**src/rtl/gcd_req_ctrl.sv**
```systemverilog
`default_nettype none
// ============================================================================
// Module   : gcd_req_ctrl
// Brief    : Requester for a GCD engine. Queues operand pairs in a small FIFO,
//            issues each pair with a one-cycle start pulse, waits for done
//            (with watchdog), and returns {a, b, c, err} over valid/ready.
// Options  : GCD_ZERO_BYPASS_EN - pairs with a zero operand skip the engine
//            and return a|b directly.
// Revision : 1.0 - initial release
// ============================================================================
module gcd_req_ctrl #(
  parameter int WIDTH   = 8,
  parameter int DEPTH   = 4,
  parameter int TIMEOUT = 255
) (
  input  logic                     clk,
  input  logic                     rst_n,
  input  logic                     in_valid,
  output logic                     in_ready,
  input  logic [WIDTH-1:0]         in_a,
  input  logic [WIDTH-1:0]         in_b,
  output logic [WIDTH-1:0]         gcd_a,
  output logic [WIDTH-1:0]         gcd_b,
  output logic                     gcd_start,
  input  logic                     gcd_done,
  input  logic [WIDTH-1:0]         gcd_c,
  output logic                     out_valid,
  input  logic                     out_ready,
  output logic [WIDTH-1:0]         out_a,
  output logic [WIDTH-1:0]         out_b,
  output logic [WIDTH-1:0]         out_c,
  output logic                     out_err,
  output logic                     busy,
  output logic [$clog2(DEPTH):0]   count
);

  localparam int AW = $clog2(DEPTH);
  localparam int CW = AW + 1;
  localparam int TW = $clog2(TIMEOUT + 1);
  // Last timer value before the watchdog fires; the timer starts at 0 on WAIT entry.
  localparam logic [TW-1:0] TMAX = TW'(TIMEOUT - 1);

  typedef enum logic [1:0] {
    IDLE  = 2'd0,
    ISSUE = 2'd1,
    WAIT  = 2'd2,
    HOLD  = 2'd3
  } state_t;

  state_t               state_q, state_d;
  logic [AW-1:0]        wr_ptr_q, wr_ptr_d;
  logic [AW-1:0]        rd_ptr_q, rd_ptr_d;
  logic [CW-1:0]        count_q, count_d;
  logic [TW-1:0]        timer_q, timer_d;
  logic [WIDTH-1:0]     gcd_a_q, gcd_a_d, gcd_b_q, gcd_b_d;
  logic [WIDTH-1:0]     out_a_q, out_a_d, out_b_q, out_b_d, out_c_q, out_c_d;
  logic                 out_err_q, out_err_d, out_valid_q, out_valid_d;
  logic [2*WIDTH-1:0]   mem_q [DEPTH];
  logic                 push, pop;
  logic [WIDTH-1:0]     head_a, head_b;

  assign in_ready = (count_q < CW'(DEPTH));
  assign push     = in_valid && in_ready;
  assign head_a   = mem_q[rd_ptr_q][2*WIDTH-1:WIDTH];
  assign head_b   = mem_q[rd_ptr_q][WIDTH-1:0];

  // FIFO storage: data needs no reset, emptiness is tracked by count/pointers.
  always_ff @(posedge clk) begin
    if (push) mem_q[wr_ptr_q] <= {in_a, in_b};
  end

  // Next-state, FIFO bookkeeping and output register updates.
  always_comb begin
    state_d     = state_q;
    timer_d     = timer_q;
    gcd_a_d     = gcd_a_q;
    gcd_b_d     = gcd_b_q;
    out_a_d     = out_a_q;
    out_b_d     = out_b_q;
    out_c_d     = out_c_q;
    out_err_d   = out_err_q;
    out_valid_d = out_valid_q;
    pop         = 1'b0;

    case (state_q)
      IDLE: begin
        if (count_q != '0) begin
          pop     = 1'b1;
          gcd_a_d = head_a;
          gcd_b_d = head_b;
          out_a_d = head_a;
          out_b_d = head_b;
`ifdef GCD_ZERO_BYPASS_EN
          if ((head_a == '0) || (head_b == '0)) begin
            out_c_d     = head_a | head_b;
            out_err_d   = 1'b0;
            out_valid_d = 1'b1;
            state_d     = HOLD;
          end else begin
            state_d = ISSUE;
          end
`else
          state_d = ISSUE;
`endif
        end
      end
      ISSUE: begin
        timer_d = '0;
        state_d = WAIT;
      end
      WAIT: begin
        // A done arriving on the watchdog's last cycle still wins.
        if (gcd_done) begin
          out_c_d     = gcd_c;
          out_err_d   = 1'b0;
          out_valid_d = 1'b1;
          state_d     = HOLD;
        end else if (timer_q == TMAX) begin
          out_c_d     = '0;
          out_err_d   = 1'b1;
          out_valid_d = 1'b1;
          state_d     = HOLD;
        end else begin
          timer_d = timer_q + TW'(1);
        end
      end
      HOLD: begin
        if (out_ready) begin
          out_valid_d = 1'b0;
          state_d     = IDLE;
        end
      end
      default: state_d = IDLE;
    endcase

    wr_ptr_d = push ? wr_ptr_q + AW'(1) : wr_ptr_q;
    rd_ptr_d = pop  ? rd_ptr_q + AW'(1) : rd_ptr_q;
    case ({push, pop})
      2'b10:   count_d = count_q + CW'(1);
      2'b01:   count_d = count_q - CW'(1);
      default: count_d = count_q;
    endcase
  end

  // State and datapath registers, cleared asynchronously.
  always_ff @(posedge clk or negedge rst_n) begin
    if (!rst_n) begin
      state_q     <= IDLE;
      wr_ptr_q    <= '0;
      rd_ptr_q    <= '0;
      count_q     <= '0;
      timer_q     <= '0;
      gcd_a_q     <= '0;
      gcd_b_q     <= '0;
      out_a_q     <= '0;
      out_b_q     <= '0;
      out_c_q     <= '0;
      out_err_q   <= 1'b0;
      out_valid_q <= 1'b0;
    end else begin
      state_q     <= state_d;
      wr_ptr_q    <= wr_ptr_d;
      rd_ptr_q    <= rd_ptr_d;
      count_q     <= count_d;
      timer_q     <= timer_d;
      gcd_a_q     <= gcd_a_d;
      gcd_b_q     <= gcd_b_d;
      out_a_q     <= out_a_d;
      out_b_q     <= out_b_d;
      out_c_q     <= out_c_d;
      out_err_q   <= out_err_d;
      out_valid_q <= out_valid_d;
    end
  end

  assign gcd_start = (state_q == ISSUE);
  assign busy      = (state_q != IDLE);
  assign gcd_a     = gcd_a_q;
  assign gcd_b     = gcd_b_q;
  assign out_valid = out_valid_q;
  assign out_a     = out_a_q;
  assign out_b     = out_b_q;
  assign out_c     = out_c_q;
  assign out_err   = out_err_q;
  assign count     = count_q;

endmodule
`default_nettype wire

```
**config.mk**
```make
export PLATFORM = sky130hd
export DESIGN_NAME = gcd_req_ctrl
export DESIGN_NICKNAME = d
export VERILOG_FILES = /design/src/rtl/gcd_req_ctrl.sv
export SDC_FILE = /design/constraint.sdc
export NUM_CORES = 1
export LEC_CHECK = 0
export ABC_AREA = 1
export BUFFER_PORTS_ARGS = -buffer_cell sky130_fd_sc_hd__buf_2
export CORE_MARGIN = 2
export CORE_UTILIZATION = 56
export DETAILED_ROUTE_END_ITERATION = 8
export PLACE_DENSITY = 0.89
export SYNTH_ARGS = -nofsm -noshare
export SYNTH_HDL_FRONTEND = slang
export SYNTH_SLANG_ARGS = --single-unit
```
**constraint.sdc**
```tcl
create_clock -name clk -period 2.6 [get_ports clk]
set_clock_uncertainty 0.15 [all_clocks]
set_input_delay 0.52 -clock clk [delete_from_list [all_inputs] [get_ports clk]]
set_output_delay 0.52 -clock clk [all_outputs]
set_load 0.02 [all_outputs]
```
==> out/qor.yml <==
status:
  status: "finished clean"
placed_design:
  placed_cell_area_mm2: 0.005025
  place_congestion: 0.8068
  dpl.cell_count: 600
  portBuffers: 76
  hpwlAfterDp_um: 6184
routing:
  viasPerCell: 5.207
  drc: 0
  avgRoutedWirePerCell_um: 14.93
  ant_nets: 0
  drt_pass1_iterations: 6
  drt_wl_total_um: 9214
  vias: 3213
  drtIter0Drc: 142
global_route:
  grt_pass1_vias: 3225
  antenna_found_initial: 0
  grt_pass1_wl_um: 14860
  grt_overflow: 0
  grt_start_max_net_pins: 34
  grt_util_all_layers: 0.2184
synthesis:
  avgSynthCellArea_um2: 10.57
  synthArstFlopShare: 0.4019
  synth_flop_cell: "edfxtp_1"
  synth_commonest_cells: "nor2_1 (114), edfxtp_1 (64), nand2_1 (53), dfrtp_1 (43), o21ai_0 (39)"
  syn-num-nets: 479
  synth_top_area_frac: 0.4163
  yosysMostFrequentCell: "nor2_1"
  synthTopCellsByArea: "edfxtp_1 (42%), dfrtp_1 (23%), nor2_1 (9.3%), nand2_1 (4.3%), o21ai_0 (4.2%)"
  synth_seq_cells: 107
  ys_types: 25
  yosys_warnings: 0
  seq_area_frac_synth: 0.6493
  synth-edff-count: 64
  syn_area_mm2: 0.004617
  syn_inst: 437
  synth_top_cell_by_area: "edfxtp_1"
die:
  io_pins: 77
  dieArea_mm2: 0.008987
  die_x_um: 94.80
  die_h_um: 94.80
  core_region_area_mm2: 0.008093
  start_util: 0.5705
  num_rows: 33
min_path:
  hold_path_class: "primary input to flop"
setup_path:
  required_ns: 2.71
  critPathKind: "flop to flop"
  crit_path_end_kind: "flop"
  cp_slowest_cell: "dfrtp_1"
  slowest_delay_ns: 0.42
  cp_top_family: "adder cells"
  cp-start-kind: "flop"
  critPathArrivalTime_ns: 2.25
  worstPathCellList: "inv_1 -> ha_1 -> nand2_2 -> inv_2 -> ha_1 -> inv_1 -> fa_1 -> a21oi_1 -> o21ai_0 -> xor2_1"
  path_max_fanout: 4
  critPathBufInv: 3
cells_and_area:
  diodes: 0
  finalInstanceArea_mm2: 0.005226
  fin_nets: 549
  drive_gt1_frac: 0.2188
  area_delta_synth_final_pct: 13.20
  layout.cells.non_filler: 617
  n_fill_cell: 640
cts:
  cts_sinks: 107
  cts_made_buffers: 9
  clkLatencyLatePin_ns: 0.36
  root_buffer: "clkbuf_8"
  clockBufferDepth: 2
  clk_pin_slew_ns: 0.11
  cts_tree: "yes"
  htreeDepth: 3
sta:
  min_period_ns: 2.143
  tns_ns: 0
  relSlewSlack: 0.6336
  slew_violations: 0
  setup_viol: 0
  hold_violations: 0
  hold_ws_ns: 0.2052
  tightest_slew_ns: 0.5496
  final_min_period_over_clock_period: 0.8244
  fmax_mhz: 466.5
  rsz0062_at_grt: "no"
pwr:
  p_leak_nw: 2.235
  p_per_area_mw_per_mm2: 1169
  max-vdd-ir-drop_uv: 702.0
flow_run:
  max_cap_viol_count: 0
-- through the flow --
stage,setup slack (ns),util,power [mW]
final,0.4566,0.6458,6.107
after global routing,0.2799,0.6458,6.564
after CTS,0.4377,0.6458,6.157
after detailed placement,0.3860,0.6209,5.190
after global placement,0.4958,0.6209,5.039
after floorplan,0.2323,-,4.507
-- area by class of cell --
cell class	instances	area, um2	area share
Tap cell	105	131.4	0.02514
Clock inverter	7	67.56	0.01293
Clock buffer	9	123.9	0.02370
Sequential cell	107	2998	0.5736
Inverter	28	105.1	0.02011
Timing Repair Buffer	88	473.0	0.09050
Multi-Input combinational cell	273	1328	0.2540
-- where the power goes --
part	switching (mW)	leakage [nW]	internal (mW)	total, mW
sequential	0.254	1.10	2.24	2.49
clock	0.581	0.0993	0.374	0.955
combinational	1.80	1.04	0.857	2.66
total	2.64	2.24	3.47	6.11
-- metal layers --
metal | GRT usage | share of wire
met4 | 0.05918 | 0.0081
met1 | 0.2572 | 0.41
met2 | 0.3989 | 0.53
met5 | 0 | 0
met3 | 0.05188 | 0.057
-- state kept, by name, summed over array words and instances (netlist names) --
signal and cells:
rd_ptr_q 2, out_b 8, mem_q 64, out_a 8, timer_q 8, out_valid 1, wr_ptr_q 2, count 3
state_q 2, out_err 1, out_c 8
-- kinds of logic after synthesis --
family	after synthesis	share of synthesized area
AND/OR/NAND/NOR	193	0.1718
flip-flops	107	0.6493
AO/OA/AOI/OAI	63	0.07127
buffers and inverters	57	0.06314
adder cells (fa/ha/maj)	13	0.03686
XOR/XNOR	4	0.007589
-- cell usage in the layout, fill, tap and decap left out, types with 2 or more instances in the layout --
cell type,count
o21ai_0,39
inv_6,3
xor2_1,3
buf_4,11
buf_2,76
dfrtp_1,43
inv_1,26
o21bai_1,3
ha_1,12
nand2_1,53
nor2_1,114
clkbuf_8,9
nand3_4,2
nand3_1,19
a21oi_1,19
edfxtp_1,64
nand2_2,3
-- worst register-to-register path, stage by stage, from the launching register on --
cell     delay (ns)
dfrtp_1        0.42
inv_1          0.13
ha_1           0.21
nand2_2        0.07
inv_2          0.06
ha_1           0.13
inv_1          0.07
fa_1           0.39
a21oi_1        0.16
o21ai_0        0.11
xor2_1         0.15
-- worst paths after layout --
path	cells past startpoint	start	to	slack (ns)
max reg2reg	10	state_q[1]	count[2]	0.46
max	10	state_q[1]	count[2]	0.46
min reg2reg	2	out_valid	out_valid	0.33
min	3	gcd_c[1]	out_c[1]	0.21
max in group asynchronous	3	rst_n	out_b[1]	1.18
min in group asynchronous	2	rst_n	out_valid	0.48
-- what timing repair did --
action,in CTS,in global routing
hold endpoints to repair,19,0
resized for setup,0,0
hold buffers,1,0
buffers inserted,0,0
Note: power is estimated with default switching activity, not from simulation.
